### src/rtl/ones_word_gen.sv
// rtl/ones_word_gen.sv - serially builds a word holding a requested number of 1s, one bit per clock.
// Define ONES_GEN_MSB_ALIGN_EN to shift 1s in from the MSB end (left-justified word).
module ones_word_gen #(
   parameter int word_size    = 4,
   parameter int counter_size = 3,
   parameter int state_size   = 2
) (
   input  logic                    clk,
   input  logic                    reset_b,
   input  logic [counter_size-1:0] count_in,
   input  logic                    count_ready,
   input  logic                    data_ack,
   output logic [word_size-1:0]    data,
   output logic                    data_ready,
   output logic                    start,
   output logic                    done,
   output logic                    error
);

   typedef enum logic [state_size-1:0] {
      ST_IDLE   = 2'b00,
      ST_BUILD  = 2'b01,
      ST_DONE   = 2'b10,
      ST_UNUSED = 2'b11
   } state_t;

   localparam logic [counter_size-1:0] WORD_MAX = counter_size'(word_size);

   state_t                  r_state;
   logic [counter_size-1:0] r_remaining;
   logic [word_size-1:0]    r_data;
   logic                    r_data_ready;
   logic                    r_start;
   logic                    r_done;
   logic                    r_error;

   state_t                  w_state_nx;
   logic [counter_size-1:0] w_remaining_nx;
   logic [word_size-1:0]    w_data_nx;
   logic                    w_data_ready_nx;
   logic                    w_start_nx;
   logic                    w_done_nx;
   logic                    w_error_nx;
   logic                    w_over;
   logic [word_size-1:0]    w_shifted;

   assign w_over = (count_in > WORD_MAX);

`ifdef ONES_GEN_MSB_ALIGN_EN
   assign w_shifted = {1'b1, r_data[word_size-1:1]};
`else
   assign w_shifted = {r_data[word_size-2:0], 1'b1};
`endif

   always_ff @(posedge clk or negedge reset_b) begin
      if (!reset_b) begin
         r_state      <= ST_IDLE;
         r_remaining  <= '0;
         r_data       <= '0;
         r_data_ready <= 1'b0;
         r_start      <= 1'b0;
         r_done       <= 1'b0;
         r_error      <= 1'b0;
      end else begin
         r_state      <= w_state_nx;
         r_remaining  <= w_remaining_nx;
         r_data       <= w_data_nx;
         r_data_ready <= w_data_ready_nx;
         r_start      <= w_start_nx;
         r_done       <= w_done_nx;
         r_error      <= w_error_nx;
      end
   end

   always_comb begin
      w_state_nx      = r_state;
      w_remaining_nx  = r_remaining;
      w_data_nx       = r_data;
      w_data_ready_nx = r_data_ready;
      w_start_nx      = 1'b0;
      w_done_nx       = r_done;
      w_error_nx      = r_error;
      case (r_state)
         ST_IDLE: begin
            if (count_ready) begin
               // Oversized requests saturate to a full word and raise error.
               w_remaining_nx = w_over ? WORD_MAX : count_in;
               w_error_nx     = w_over;
               w_data_nx      = '0;
               w_start_nx     = 1'b1;
               w_state_nx     = ST_BUILD;
            end
         end
         ST_BUILD: begin
            if (r_remaining != '0) begin
               w_data_nx      = w_shifted;
               w_remaining_nx = r_remaining - counter_size'(1);
            end else begin
               w_done_nx       = 1'b1;
               w_data_ready_nx = 1'b1;
               w_state_nx      = ST_DONE;
            end
         end
         ST_DONE: begin
            // data is left holding the last word after the ack.
            if (data_ack) begin
               w_done_nx       = 1'b0;
               w_data_ready_nx = 1'b0;
               w_error_nx      = 1'b0;
               w_state_nx      = ST_IDLE;
            end
         end
         default: begin
            w_state_nx      = ST_IDLE;
            w_remaining_nx  = '0;
            w_data_nx       = '0;
            w_data_ready_nx = 1'b0;
            w_done_nx       = 1'b0;
            w_error_nx      = 1'b0;
         end
      endcase
   end

   assign data       = r_data;
   assign data_ready = r_data_ready;
   assign start      = r_start;
   assign done       = r_done;
   assign error      = r_error;

endmodule

### config.mk
export PLATFORM = sky130hd
export DESIGN_NAME = ones_word_gen
export DESIGN_NICKNAME = d
export VERILOG_FILES = /design/src/rtl/ones_word_gen.sv
export SDC_FILE = /design/constraint.sdc
export NUM_CORES = 1
export LEC_CHECK = 0
export ABC_CLOCK_PERIOD_IN_PS = 1700
export BUFFER_PORTS_ARGS = -buffer_cell sky130_fd_sc_hd__buf_2
export CORE_UTILIZATION = 50
export DETAILED_ROUTE_END_ITERATION = 8
export MAX_ROUTING_LAYER = met4
export PLACE_DENSITY = 0.83
export SYNTH_ARGS = -nofsm -noshare
export SYNTH_HDL_FRONTEND = slang
export SYNTH_SLANG_ARGS = --single-unit
### constraint.sdc
create_clock -name clk -period 1.7 [get_ports clk]
set_clock_uncertainty 0.1 [all_clocks]
set_input_delay 0.17 -clock clk [delete_from_list [all_inputs] [get_ports clk]]
set_output_delay 0.17 -clock clk [all_outputs]
set_load 0.05 [all_outputs]
==> results.txt, run 1 <==
----------------------------------------------------
[Worst setup path]
  Worst Path Max Fanout ... 8
  Logic depth of the worst path, buffers included ... 6
  Endpoint of the lowest-slack register-to-register path ... data[2]$_DFFE_PN0P_
  Kind of capture point of the worst setup path ... register
  Launch point of the worst path ... r_remaining[0]$_DFFE_PN0P_
  Nature of the critical path startpoint ... register
  Depth of the most critical reg-to-reg path ... 6
  Critical path's slowest cell ... sky130_fd_sc_hd__dfrtp_1
  Sequence of cells on the critical path ... inv_1, ha_1, nor2b_1, buf_4, mux2i_2, o2bb2ai_1
  Reg-to-reg setup timing slack ... 90 ps
  Gate family responsible for the most delay along the worst path ... flip-flops
  CP Buf/Inv Count ... 2
  Required time at the worst-slack endpoint ... 1770 ps
  Startpoint of the worst register-to-register path ... r_remaining[0]$_DFFE_PN0P_
  Critical path arrival ... 1680 ps
  Worst stage delay on the critical path ... 390 ps
  End point of the critical path ... data[2]$_DFFE_PN0P_
  Startpoint-to-endpoint class of the critical path ... reg -> reg

[STA]
  Number of max-slew violations in the final report ... 0
  Setup repair after global routing missed its margin ... no
  Final min period ... 1610 ps
  Headroom to the max-slew limit ... 0.754
  Ratio of final minimum period to clock period ... 0.947
  Max frequency ... 621 MHz
  Fin worst setup slack ... 90.5 ps
  Final count of hold timing violations ... 0
  Total Negative Setup Slacks ... 0 ps
  Slew at the pin closest to its max-slew limit ... 369 ps
  Final-report setup violation count ... 0
  Fin Hold WS ... 84.5 ps

[Layout]
  Utilization after layout ... 0.667
  Final antenna diode count ... 0
  Area added between synthesis and finish ... 17.0%
  Flip-flop and latch area ... 300 µm²
  Fraction of layout cells with a size suffix above 1 ... 0.354
  Filler cells ... 94
  Post-layout net count ... 89
  Area used by multi-input combinational logic ... 327 µm²

[Floorplanning]
  Die outline height ... 38.8 µm
  Placeable Area ... 1190 µm²
  Placement row count ... 12
  Initial Utilization ... 0.570
  Horizontal die dimension ... 38.8 µm
  Overall die area ... 1500 µm²
  Io pins ... 15

[Synth]
  Unique cell type count in the Yosys netlist ... 27
  Gate count after technology mapping ... 62
  Per-instance average area after synthesis ... 10.9 µm²
  YS warnings ... 0
  Basic-gate share of the synthesized area counting and, or, nand and nor cells ... 0.185
  Compound-Gate Fraction of Synth Area ... 0.152
  Share of synthesized area occupied by flip-flops and latches ... 0.444
  Summed instance area of the synthesized netlist ... 676 µm²
  Syn nets ... 71
  Post-synthesis share of cell area spent on xor and xnor gates ... 0.0130
  Fraction of synthesis flops using an asynchronous set or reset pin ... 1.00
  Main synth FF type ... sky130_fd_sc_hd__dfrtp_1
  Synthesized-area fraction occupied by adder cells ... 0.0370
  Count of flip-flops with a built-in enable after synthesis ... 0
  Portion of netlist area occupied by mux cells ... 0.0907
  Flip-flop and latch count after synthesis ... 12
  Main combinational cell family by area after synthesis ... simple AND/OR/NAND/NOR gates

[Pwr]
  Share of total power in the clock network ... 0.131
  Worst vdd ir ... 1.66 mV
  Pleak ... 0.000376 µW
  Cell-internal power ... 926 µW
  PwrDens ... 2280 nW/µm²
  Overall power ... 1810 µW
  Sequential power share ... 0.296
  Switching power share of the total ... 0.487
  Psw ... 880 µW
  Gate power share ... 0.573

[Placement]
  Routability cong. ... 0.783
  Place WS ... 119 ps
  Detailed Place HPWL ... 1.02 mm
  PortBufs ... 14

[Clocking]
  Post-CTS Setup Inserts ... 0
  Total number of clock tree sinks ... 12
  Master cell of the clock root buffer ... sky130_fd_sc_hd__clkbuf_4
  Clock transition at the registers of the reported paths ... 80 ps
  TritonCTS clock tree ... built
  Clk Latency, worst-skew pair ... 280 ps
  Worst-case clock buffer depth ... 2
  Maximum level of the CTS H-tree ... 1
  Cts bufs inserted ... 3

[Route]
  Number of design rule violations left after detail routing ... 0
  Routed wl met3 ... 58 µm
  Routed WL per cell ... 14.9 µm
  Vias per cell ... 5.63
  Met1 layer wirelength in the final routing ... 595 µm
  Residual antenna-violating net count after detailed routing ... 0
  Amount of wire on met2 after detailed routing ... 716 µm
  Routed WL ... 1.38 mm
  Starting DRT DRC Count ... 3
  First-pass iteration count of the detailed router ... 4
  Via count ... 524
  Uppermost layer routed ... met4

[Global routing]
  Vias in the first global route ... 504
  Sum of overflow across all layers after global routing ... 0
  Antenna violations before repair ... 0
  Wire length of the first global-routing pass ... 2.20 mm
  Maximum number of pins on one net before global-route repair ... 13
  Global-route usage over all layers ... 0.227

[Run status]
  Outcome ... finished clean

[Flow run]
  Max_cap viols ... 0

[Hold path]
  Path type of the worst min-delay path ... in -> reg

----------------------------------------------------
[metal layers]
layer,vias to the layer above,track usage
met2,15,0.371
met3,2,0.0520
met5,-,-
met1,249,0.274
met4,0,0.0776
li1,258,-
[worst min-delay path, stage by stage]
cell and delay, ps:
sky130_fd_sc_hd__buf_2 70, sky130_fd_sc_hd__nor2_1 50, sky130_fd_sc_hd__nand2_1 60, sky130_fd_sc_hd__o21ai_0 70
[placed cells by master, fill, tap and decap left out, types with 2 or more instances in the layout]
cell type,n
sky130_fd_sc_hd__nor2b_1,2
sky130_fd_sc_hd__nand2_1,3
sky130_fd_sc_hd__ha_1,2
sky130_fd_sc_hd__clkbuf_4,3
sky130_fd_sc_hd__buf_4,2
sky130_fd_sc_hd__o21ai_0,4
sky130_fd_sc_hd__a21oi_1,3
sky130_fd_sc_hd__buf_2,14
sky130_fd_sc_hd__mux2i_1,4
sky130_fd_sc_hd__nand3_1,2
sky130_fd_sc_hd__nor2_1,4
sky130_fd_sc_hd__inv_1,4
sky130_fd_sc_hd__o2bb2ai_1,3
sky130_fd_sc_hd__dfrtp_1,12
[power by group through the flow]
stage / combinational (µW) / sequential (µW) / clock [µW]
final: 1030 / 535 / 236
after global routing: 1110 / 554 / 245
after CTS: 1030 / 528 / 238
after detailed placement: 1020 / 535 / 0
after global placement: 995 / 521 / 0
after floorplan: 622 / 757 / 0
[registers in the layout (all words and copies together), names as in the netlist]
signal       count
error            1
r_state          2
start            1
data             4
done             1
r_remaining      3
[metrics by stage]
step,instance area [µm²],cells
global route,791,93
CTS,787,93
finish,791,93
detailed placement,741,88
global placement,741,88
floorplan,676,62
[layout make-up]
type	instances	share of cell area
multi-input combinational	42	0.413
sequential	12	0.380
timing repair buffer	17	0.120
clock buffer	4	0.0459
tap	14	0.0222
inverter	4	0.0190
[logic make-up after synthesis]
kind of cell / after synthesis
and+or+nand+nor: 18
adders and majority gates: 2
buffers and inverters: 8
xor gates and xnor gates: 1
DFF: 12
muxes: 6
AOI/OAI and AO/OA: 15
[how the worst min path moves through the flow]
| stage | from | endpoint | slack, ps | cells after the start |
|---|---|---|---|---|
| 6_report | data_ack | done$_DFFE_PN0P_ | 80 | 4 |
| 5_1_grt | count_ready | start$_DFF_PN0_ | 100 | 3 |
| 4_1_cts | data_ack | done$_DFFE_PN0P_ | 90 | 4 |
| 3_5_place_dp | reset_b | done$_DFFE_PN0P_ | -40 | 1 |
| 3_3_place_gp | reset_b | data[0]$_DFFE_PN0P_ | -40 | 1 |
| 2_1_floorplan | reset_b | data[0]$_DFFE_PN0P_ | -230 | 0 |
[Yosys cell counts (2+ instances only)]
cell                         n  share of area
sky130_fd_sc_hd__a21oi_1     3          0.022
sky130_fd_sc_hd__buf_4       2          0.022
sky130_fd_sc_hd__buf_6       2          0.033
sky130_fd_sc_hd__dfrtp_1    12           0.44
sky130_fd_sc_hd__ha_1        2          0.037
sky130_fd_sc_hd__inv_1       4          0.022
sky130_fd_sc_hd__mux2i_1     5          0.074
sky130_fd_sc_hd__nand2_1     3          0.017
sky130_fd_sc_hd__nand3_1     2          0.015
sky130_fd_sc_hd__nor2_1      4          0.022
sky130_fd_sc_hd__nor2b_1     2          0.019
sky130_fd_sc_hd__o21ai_0     4          0.030
sky130_fd_sc_hd__o2bb2ai_1   3          0.039
[repair_timing]
item | CTS | global route
endpoints found under the setup margin | 0 | 1
resized for setup | 0 | 1
hold endpoints to repair | 12 | 0
hold buffers | 1 | 0
Power figures use the tool's default switching activity.
==> inputs of run 2 (changes only) <==
--- a/config.mk
+++ b/config.mk
@@ -5,12 +5,14 @@
 export SDC_FILE = /design/constraint.sdc
 export NUM_CORES = 1
 export LEC_CHECK = 0
+export ABC_AREA = 1
 export ABC_CLOCK_PERIOD_IN_PS = 1700
 export BUFFER_PORTS_ARGS = -buffer_cell sky130_fd_sc_hd__buf_2
-export CORE_UTILIZATION = 50
+export CORE_AREA = 2 2 39 41
 export DETAILED_ROUTE_END_ITERATION = 8
+export DIE_AREA = 0 0 41 43
 export MAX_ROUTING_LAYER = met4
-export PLACE_DENSITY = 0.83
+export PLACE_DENSITY = 0.78
 export SYNTH_ARGS = -nofsm -noshare
 export SYNTH_HDL_FRONTEND = slang
 export SYNTH_SLANG_ARGS = --single-unit
==> run 2 against run 1 <==
Compared with the run above:
- utilization is 13 points lower
- routed wire length decreased by 20%
- global-route usage is 6.4 points lower
- synthesized cell count up 32%
- fmax grew 23%
- largest cell class is now registers
==> results.txt, run 2 <==
----------------------------------------------------
[Synth]
  Share of the synthesized area in the top cell type ... 0.491 (was 0.444)
  Syn nets ... 91 (was 71)
  Most instantiated cells after synthesis ... 35 x sky130_fd_sc_hd__nand2_1, 12 x sky130_fd_sc_hd__dfrtp_1, 10 x sky130_fd_sc_hd__inv_1, 7 x sky130_fd_sc_hd__nor2_1, 4 x sky130_fd_sc_hd__nand3_1 (was 12 x sky130_fd_sc_hd__dfrtp_1, 5 x sky130_fd_sc_hd__mux2i_1, 4 x sky130_fd_sc_hd__inv_1, 4 x sky130_fd_sc_hd__nor2_1, 4 x sky130_fd_sc_hd__o21ai_0)
  YS warnings ... 0 (unchanged)
  Cell type with the highest aggregate area in the netlist ... sky130_fd_sc_hd__dfrtp_1 (unchanged)
  Flip-flop and latch count after synthesis ... 12 (unchanged)
  Most common cell in the netlist ... sky130_fd_sc_hd__nand2_1 (was sky130_fd_sc_hd__dfrtp_1)
  Cells taking the most area after synthesis ... sky130_fd_sc_hd__dfrtp_1 49%, sky130_fd_sc_hd__nand2_1 21%, sky130_fd_sc_hd__inv_1 6.1% (was sky130_fd_sc_hd__dfrtp_1 44%, sky130_fd_sc_hd__mux2i_1 7.4%, sky130_fd_sc_hd__o2bb2ai_1 3.9%)
  Per-instance average area after synthesis ... 7.46 µm² (was 10.9 µm²)
  Count of flip-flops with a built-in enable after synthesis ... 0 (unchanged)
  Summed instance area of the synthesized netlist ... 612 µm² (was 676 µm²)
  Gate count after technology mapping ... 82 (was 62)
  Unique cell type count in the Yosys netlist ... 15 (was 27)
  Main synth FF type ... sky130_fd_sc_hd__dfrtp_1 (unchanged)
  Share of synthesized area occupied by flip-flops and latches ... 0.491 (was 0.444)
  Fraction of synthesis flops using an asynchronous set or reset pin ... 1.00 (unchanged)

[Clocking]
  Worst-case clock buffer depth ... 2 (unchanged)
  TritonCTS clock tree ... built (unchanged)
  Post-CTS Setup Inserts ... 0 (unchanged)
  Maximum level of the CTS H-tree ... 1 (unchanged)
  Number of resized instances in the post-cts repair step ... 0 (unchanged)
  Clk Latency, worst-skew pair ... 280 ps (about the same)
  Clock transition at the registers of the reported paths ... 80 ps (about the same)
  Total number of clock tree sinks ... 12 (unchanged)
  Cts bufs inserted ... 3 (unchanged)
  Master cell of the clock root buffer ... sky130_fd_sc_hd__clkbuf_4 (unchanged)

[Layout]
  Most frequent cells in the layout ... 35 x sky130_fd_sc_hd__nand2_1, 14 x sky130_fd_sc_hd__buf_2, 12 x sky130_fd_sc_hd__dfrtp_1 (was 14 x sky130_fd_sc_hd__buf_2, 12 x sky130_fd_sc_hd__dfrtp_1)
  Final antenna diode count ... 0 (unchanged)
  Fraction of layout cells with a size suffix above 1 ... 0.230 (was 0.354)
  Area added between synthesis and finish ... 21.1% (was 17.0%)
  Flip-flop count of the largest register after layout ... 4 (unchanged)
  Utilization after layout ... 0.535 (was 0.667)
  Filler cells ... 137 (was 94)
  Most common cell after layout, fill and taps aside ... sky130_fd_sc_hd__nand2_1 (was sky130_fd_sc_hd__buf_2)
  Layout Cell Area excl Fill ... 741 µm² (was 791 µm²)
  Post-layout net count ... 110 (was 89)

[Pwr]
  Pleak ... 0.000451 µW (was 0.000376 µW)
  Gate power share ... 0.546 (was 0.573)
  Worst vdd ir ... 0.963 mV (was 1.66 mV)
  Cell-internal power ... 781 µW (was 926 µW)
  PwrDens ... 2180 nW/µm² (was 2280 nW/µm²)
  Psw ... 835 µW (was 880 µW)
  Switching power share of the total ... 0.517 (was 0.487)
  Share of total power in the clock network ... 0.143 (was 0.131)
  Sequential power share ... 0.311 (was 0.296)

[Floorplanning]
  Horizontal die dimension ... 41 µm (was 38.8 µm)
  Die outline height ... 43 µm (was 38.8 µm)
  Io pins ... 15 (unchanged)
  Initial Utilization ... 0.442 (was 0.570)
  Placement row count ... 14 (was 12)
  Overall die area ... 1760 µm² (was 1500 µm²)
  Placeable Area ... 1380 µm² (was 1190 µm²)

[Flow run]
  Max_cap viols ... 0 (unchanged)

[STA]
  Setup repair after global routing missed its margin ... no (unchanged)
  Ratio of final minimum period to clock period ... 0.767 (was 0.947)
  Final min period ... 1300 ps (was 1610 ps)
  Fin Hold WS ... 81.3 ps (was 84.5 ps)
  Final-report setup violation count ... 0 (unchanged)
  Max frequency ... 767 MHz (was 621 MHz)
  Total Negative Setup Slacks ... 0 ps (unchanged)
  Slew at the pin closest to its max-slew limit ... 277 ps (was 369 ps)
  Final count of hold timing violations ... 0 (unchanged)
  Number of max-slew violations in the final report ... 0 (unchanged)
  Headroom to the max-slew limit ... 0.816 (was 0.754)

[Worst setup path]
  Nature of the critical path startpoint ... register (unchanged)
  Sequence of cells on the critical path ... inv_1, ha_1, nand2_1, inv_1, nor2_1, inv_1, o21ai_1 (was inv_1, ha_1, nor2b_1, buf_4, mux2i_2, o2bb2ai_1)
  Startpoint-to-endpoint class of the critical path ... reg -> reg (unchanged)
  Critical path arrival ... 1410 ps (was 1680 ps)
  Worst Path Max Fanout ... 4 (was 8)
  Required time at the worst-slack endpoint ... 1810 ps (was 1770 ps)
  Critical path's slowest cell ... sky130_fd_sc_hd__dfrtp_1 (unchanged)
  Kind of capture point of the worst setup path ... register (unchanged)
  Worst stage delay on the critical path ... 350 ps (was 390 ps)
  Most frequent CP cell ... sky130_fd_sc_hd__inv_1

[Route]
  First-pass iteration count of the detailed router ... 4 (unchanged)
  Via count ... 536 (was 524)
  Routed WL ... 1.10 mm (was 1.38 mm)
  Vias per cell ... 4.62 (was 5.63)
  Residual antenna-violating net count after detailed routing ... 0 (unchanged)
  Routed WL per cell ... 9.49 µm (was 14.9 µm)
  Starting DRT DRC Count ... 9 (was 3)
  Number of design rule violations left after detail routing ... 0 (unchanged)

[Placement]
  Detailed Place HPWL ... 854 µm (was 1.02 mm)
  Routability cong. ... 0.809 (was 0.783)
  Cell Area, Placed ... 694 µm² (was 741 µm²)
  PortBufs ... 14 (unchanged)

[Global routing]
  Maximum number of pins on one net before global-route repair ... 13 (unchanged)
  Wire length of the first global-routing pass ... 1.87 mm (was 2.20 mm)
  Vias in the first global route ... 483 (was 504)
  Sum of overflow across all layers after global routing ... 0 (unchanged)
  Global-route usage over all layers ... 0.163 (was 0.227)
  Antenna violations before repair ... 0 (unchanged)

[Run status]
  Outcome ... finished clean (unchanged)

[Hold path]
  Path type of the worst min-delay path ... in -> reg (unchanged)

----------------------------------------------------
run 2: changes by cell type after synthesis, sizes merged, moves of 3 or more:
cell and delta:
o2bb2ai -3, mux2i -5, nor2 +5, nand2 +33, buf -3, inv +8
run 2: path summary, 6_finish.rpt:
check,from,to,slack [ps],cells past startpoint
max reg2reg,r_remaining[0]$_DFFE_PN0P_,r_state[0]$_DFFE_PN0P_,400,7
min,count_ready,start$_DFF_PN0_,80,3
max in group asynchronous,reset_b,data[0]$_DFFE_PN0P_,1080,2
min in group asynchronous,reset_b,r_remaining[2]$_DFFE_PN0P_,200,2
max,r_remaining[0]$_DFFE_PN0P_,r_state[0]$_DFFE_PN0P_,400,7
min reg2reg,data[3]$_DFFE_PN0P_,data[3]$_DFFE_PN0P_,370,2
run 2: what timing repair did:
action                     in CTS  in global routing
hold buffers                    1                  0
setup endpoints to repair       0                  0
hold endpoints to repair       12                  0
run 2: area by class of cell:
type,count,area (µm²),share of cell area
clock buffers,4,36.3,0.0490
inverters,12,45.0,0.0608
multi-input cells,57,259,0.350
flip-flops and latches,12,300,0.405
well taps,16,20.0,0.0270
repair buffers,15,80.1,0.108
run 2: per-layer routing:
metal  global-route usage  vias to the layer above  part of all wire
met5                    -                        -                 0
met4                0.100                        0             0.025
met3               0.0314                        5             0.056
met2                0.216                       14              0.41
met1                0.221                      233              0.50
li1                     -                      284                 -
run 2: power by group through the flow:
| stage | logic [µW] | registers, µW | clock network, µW |
|---|---|---|---|
| floorplan | 506 | 714 | 0 |
| global placement | 876 | 506 | 0 |
| detailed placement | 886 | 509 | 0 |
| CTS | 892 | 505 | 230 |
| global route | 994 | 526 | 243 |
| finish | 882 | 502 | 231 |
run 2: metrics by stage:
step                cells  setup WS [ps]  power, µW
finish                116            396       1620
global route          116            266       1760
detailed placement    111            436       1390
global placement      111            446       1380
CTS                   116            399       1630
floorplan              82            526       1220
run 2: worst max-delay path: cells and delay by family (launching register included):
family	cells	cell delay, ps
compound gates	1	80
fa+ha+maj	1	190
buf+inv	3	220
flops	1	350
simple gates	2	300
run 2: logic make-up (layout without fill, tap and decap cells):
logic type	after synthesis	count (layout)	synth area share
flops	12	12	0.491
compound gates	5	5	0.0409
buf+inv	13	31	0.0859
fa+ha+maj	2	2	0.0409
simple gates	50	50	0.342
==> inputs of run 3 (changes only) <==
--- a/config.mk
+++ b/config.mk
@@ -6,11 +6,11 @@
 export NUM_CORES = 1
 export LEC_CHECK = 0
 export ABC_AREA = 1
-export ABC_CLOCK_PERIOD_IN_PS = 1700
+export ABC_CLOCK_PERIOD_IN_PS = 1100
 export BUFFER_PORTS_ARGS = -buffer_cell sky130_fd_sc_hd__buf_2
-export CORE_AREA = 2 2 39 41
+export CORE_MARGIN = 2
+export CORE_UTILIZATION = 44
 export DETAILED_ROUTE_END_ITERATION = 8
-export DIE_AREA = 0 0 41 43
 export MAX_ROUTING_LAYER = met4
 export PLACE_DENSITY = 0.78
 export SYNTH_ARGS = -nofsm -noshare
==> constraint.sdc (replaced) <==
create_clock -name clk -period 1.1 [get_ports clk]
set_clock_uncertainty 0.1 [all_clocks]
set_input_delay 0.11 -clock clk [delete_from_list [all_inputs] [get_ports clk]]
set_output_delay 0.11 -clock clk [all_outputs]
set_load 0.05 [all_outputs]
==> run 3 against run 2 <==
Compared with the run above:
- the run now ends with setup timing left
- global-route usage grew 3.2 points
- die area shrank 3.3%
- clock-buffer cell count is the same
- design area grew 19%
- clock power grew 23%
- sequential share of layout area shrank 5.9 points
- largest cell class is now multi-input gates
- highest routed layer unchanged
==> results.txt, run 3 (synthesis gave the netlist of run 2 again) <==
----------------------------------------------------
[Run status]
  Outcome ... complete, but fails checks (was finished clean)
  Violations in the final reports ... setup timing

[Route]
  Via count ... 596 (was 536)
  Routed WL per cell ... 11.0 µm (was 9.49 µm)
  Residual antenna-violating net count after detailed routing ... 0 (unchanged)
  Routed WL ... 1.33 mm (was 1.10 mm)
  Starting DRT DRC Count ... 20 (was 9)
  Vias per cell ... 4.93 (was 4.62)
  Number of design rule violations left after detail routing ... 0 (unchanged)
  First-pass iteration count of the detailed router ... 5 (was 4)

[Worst setup path]
  Startpoint of the worst register-to-register path ... r_remaining[0]$_DFFE_PN0P_ (unchanged)
  Kind of capture point of the worst setup path ... register (unchanged)
  Critical path's slowest cell ... sky130_fd_sc_hd__dfrtp_1 (unchanged)
  Reg-to-reg setup timing slack ... -110 ps (was 400 ps)
  Critical path arrival ... 1270 ps (was 1410 ps)
  Worst Path Max Fanout ... 3 (was 4)
  Depth of the most critical reg-to-reg path ... 7 (unchanged)
  Required time at the worst-slack endpoint ... 1160 ps (was 1810 ps)
  Endpoint of the lowest-slack register-to-register path ... r_remaining[0]$_DFFE_PN0P_ (was r_state[0]$_DFFE_PN0P_)
  Startpoint-to-endpoint class of the critical path ... reg -> reg (unchanged)
  Sequence of cells on the critical path ... inv_2, ha_4, nand2_4, nor2_2, nor2_2, nand2_1, nand2_1 (was inv_1, ha_1, nand2_1, inv_1, nor2_1, inv_1, o21ai_1)
  Nature of the critical path startpoint ... register (unchanged)
  Worst stage delay on the critical path ... 390 ps (was 350 ps)

[Global routing]
  Wire length of the first global-routing pass ... 2.04 mm (was 1.87 mm)
  Maximum number of pins on one net before global-route repair ... 13 (unchanged)
  Sum of overflow across all layers after global routing ... 0 (unchanged)
  Global-route usage over all layers ... 0.195 (was 0.163)
  Vias in the first global route ... 499 (was 483)
  Antenna violations before repair ... 0 (unchanged)

[STA]
  Ratio of final minimum period to clock period ... 1.10 (was 0.767)
  Final-report setup violation count ... 11 (was 0)
  Setup repair after global routing missed its margin ... yes (was no)
  Slew at the pin closest to its max-slew limit ... 270 ps (was 277 ps)
  Total Negative Setup Slacks ... -876 ps (was 0 ps)
  Number of max-slew violations in the final report ... 0 (unchanged)
  Final min period ... 1210 ps (was 1300 ps)
  Final count of hold timing violations ... 0 (unchanged)
  Fin worst setup slack ... -112 ps (was 396 ps)
  Fin Hold WS ... 47.5 ps (was 81.3 ps)
  Max frequency ... 825 MHz (was 767 MHz)
  Headroom to the max-slew limit ... 0.820 (was 0.816)

[Clocking]
  Total number of clock tree sinks ... 12 (unchanged)
  Clock transition at the registers of the reported paths ... 70 ps (was 80 ps)
  Maximum level of the CTS H-tree ... 1 (unchanged)
  Master cell of the clock root buffer ... sky130_fd_sc_hd__clkbuf_4 (unchanged)
  Cts bufs inserted ... 3 (unchanged)
  TritonCTS clock tree ... built (unchanged)
  Clk Latency, worst-skew pair ... 270 ps (was 280 ps)
  Worst-case clock buffer depth ... 2 (unchanged)

[Layout]
  Fraction of layout cells with a size suffix above 1 ... 0.425 (was 0.230)
  Final antenna diode count ... 0 (unchanged)
  Layout Cell Area excl Fill ... 878 µm² (was 741 µm²)
  Flip-flop count of the largest register after layout ... 4 (unchanged)
  Most frequent cells in the layout ... 30 x sky130_fd_sc_hd__nand2_1, 9 x sky130_fd_sc_hd__dfrtp_1, 8 x sky130_fd_sc_hd__buf_4 (was 35 x sky130_fd_sc_hd__nand2_1, 14 x sky130_fd_sc_hd__buf_2, 12 x sky130_fd_sc_hd__dfrtp_1)
  Post-layout net count ... 116 (was 110)
  Most common cell after layout, fill and taps aside ... sky130_fd_sc_hd__nand2_1 (unchanged)
  Area added between synthesis and finish ... 43.6% (was 21.1%)

[Floorplanning]
  Initial Utilization ... 0.470 (was 0.442)
  Placement row count ... 13 (was 14)
  Io pins ... 15 (unchanged)
  Horizontal die dimension ... 41.3 µm (was 41 µm)
  Die outline height ... 41.3 µm (was 43 µm)
  Placeable Area ... 1300 µm² (was 1380 µm²)
  Overall die area ... 1700 µm² (was 1760 µm²)

[Pwr]
  PwrDens ... 3510 nW/µm² (was 2180 nW/µm²)
  Worst vdd ir ... 2.17 mV (was 0.963 mV)
  Gate power share ... 0.641 (was 0.546)
  Sequential power share ... 0.268 (was 0.311)
  Share of total power in the clock network ... 0.092 (was 0.143)
  Psw ... 1560 µW (was 835 µW)
  Switching power share of the total ... 0.505 (was 0.517)
  Pleak ... 0.000493 µW (was 0.000451 µW)
  Cell-internal power ... 1530 µW (was 781 µW)

[Placement]
  Cell Area, Placed ... 747 µm² (was 694 µm²)
  Detailed Place HPWL ... 956 µm (was 854 µm)
  PortBufs ... 14 (unchanged)
  Routability cong. ... 0.834 (was 0.809)

[Hold path]
  Worst hold path endpoint ... start$_DFF_PN0_ (unchanged)
  Worst Min Path Start ... count_ready (unchanged)
  Path type of the worst min-delay path ... in -> reg (unchanged)
  WHS Path Cells ... 3 (unchanged)

[Flow run]
  Max_cap viols ... 0 (unchanged)

----------------------------------------------------
==> run 3: changes by cell type in the layout (fill, tap and decap cells not counted), sizes merged <==
| cell | delta |
|---|---|
| buf | +6 |
==> run 3: per-layer routing <==
layer / up-vias / GRT usage / routed length (µm)
met1: 277 / 0.251 / 569
met3: 2 / 0.0479 / 83
li1: 295 / - / -
met5: - / - / 0
met2: 22 / 0.309 / 667
met4: 0 / 0.0484 / 11
==> run 3: layout make-up <==
type | instances | area [µm²]
fillers | 100 | 423
multi-input cells | 57 | 320
flip-flops and latches | 12 | 304
repair buffers | 21 | 161
inverters | 12 | 47.5
clock buffers | 4 | 26.3
well taps | 15 | 18.8
==> run 3: how the worst max path moves through the flow <==
stage | cells past startpoint | endpoint | slack, ps | from
floorplan | 7 | r_state[0]$_DFFE_PN0P_ | -20 | r_remaining[1]$_DFFE_PN0P_
global placement | 7 | r_state[0]$_DFFE_PN0P_ | -160 | r_remaining[1]$_DFFE_PN0P_
detailed placement | 7 | r_state[0]$_DFFE_PN0P_ | -170 | r_remaining[1]$_DFFE_PN0P_
CTS | 6 | data[0]$_DFFE_PN0P_ | -100 | r_state[1]$_DFFE_PN0P_
global route | 7 | r_remaining[0]$_DFFE_PN0P_ | -180 | r_remaining[0]$_DFFE_PN0P_
finish | 7 | r_remaining[0]$_DFFE_PN0P_ | -110 | r_remaining[0]$_DFFE_PN0P_
==> run 3: power by group through the flow <==
stage	clock network (µW)	logic, µW	registers (µW)
2_1_floorplan	0	850	1110
3_3_place_gp	0	1590	766
3_5_place_dp	0	1620	773
4_1_cts	285	1840	799
5_1_grt	301	2170	850
6_report	283	1980	827
==> run 3: repair_timing <==
| item | 4_1_cts | 5_1_grt |
|---|---|---|
| buffers inserted | 0 | 1 |
| hold endpoints to repair | 12 | 0 |
| gates cloned | 0 | 0 |
| gates resized for setup | 18 | 14 |
| hold buffers | 1 | 0 |
| endpoints found under the setup margin | 17 | 16 |
| pin swaps | 16 | 6 |
==> run 3: through the flow <==
stage / std cells / worst slack [ps] / util / power, µW
3_3_place_gp: 115 / -163 / 0.574 / 2360
3_5_place_dp: 115 / -174 / 0.574 / 2390
2_1_floorplan: 82 / -17.7 / - / 1960
6_report: 121 / -112 / 0.675 / 3090
5_1_grt: 121 / -175 / 0.675 / 3320
4_1_cts: 120 / -95.6 / 0.646 / 2920
==> run 3: worst max-delay path, delay by kind of cell (launching register included) <==
family | cells | cell delay (ps)
adder cells (fa/ha/maj) | 1 | 150
AND/OR/NAND/NOR | 5 | 370
buffers and inverters | 1 | 100
flip-flops | 1 | 390
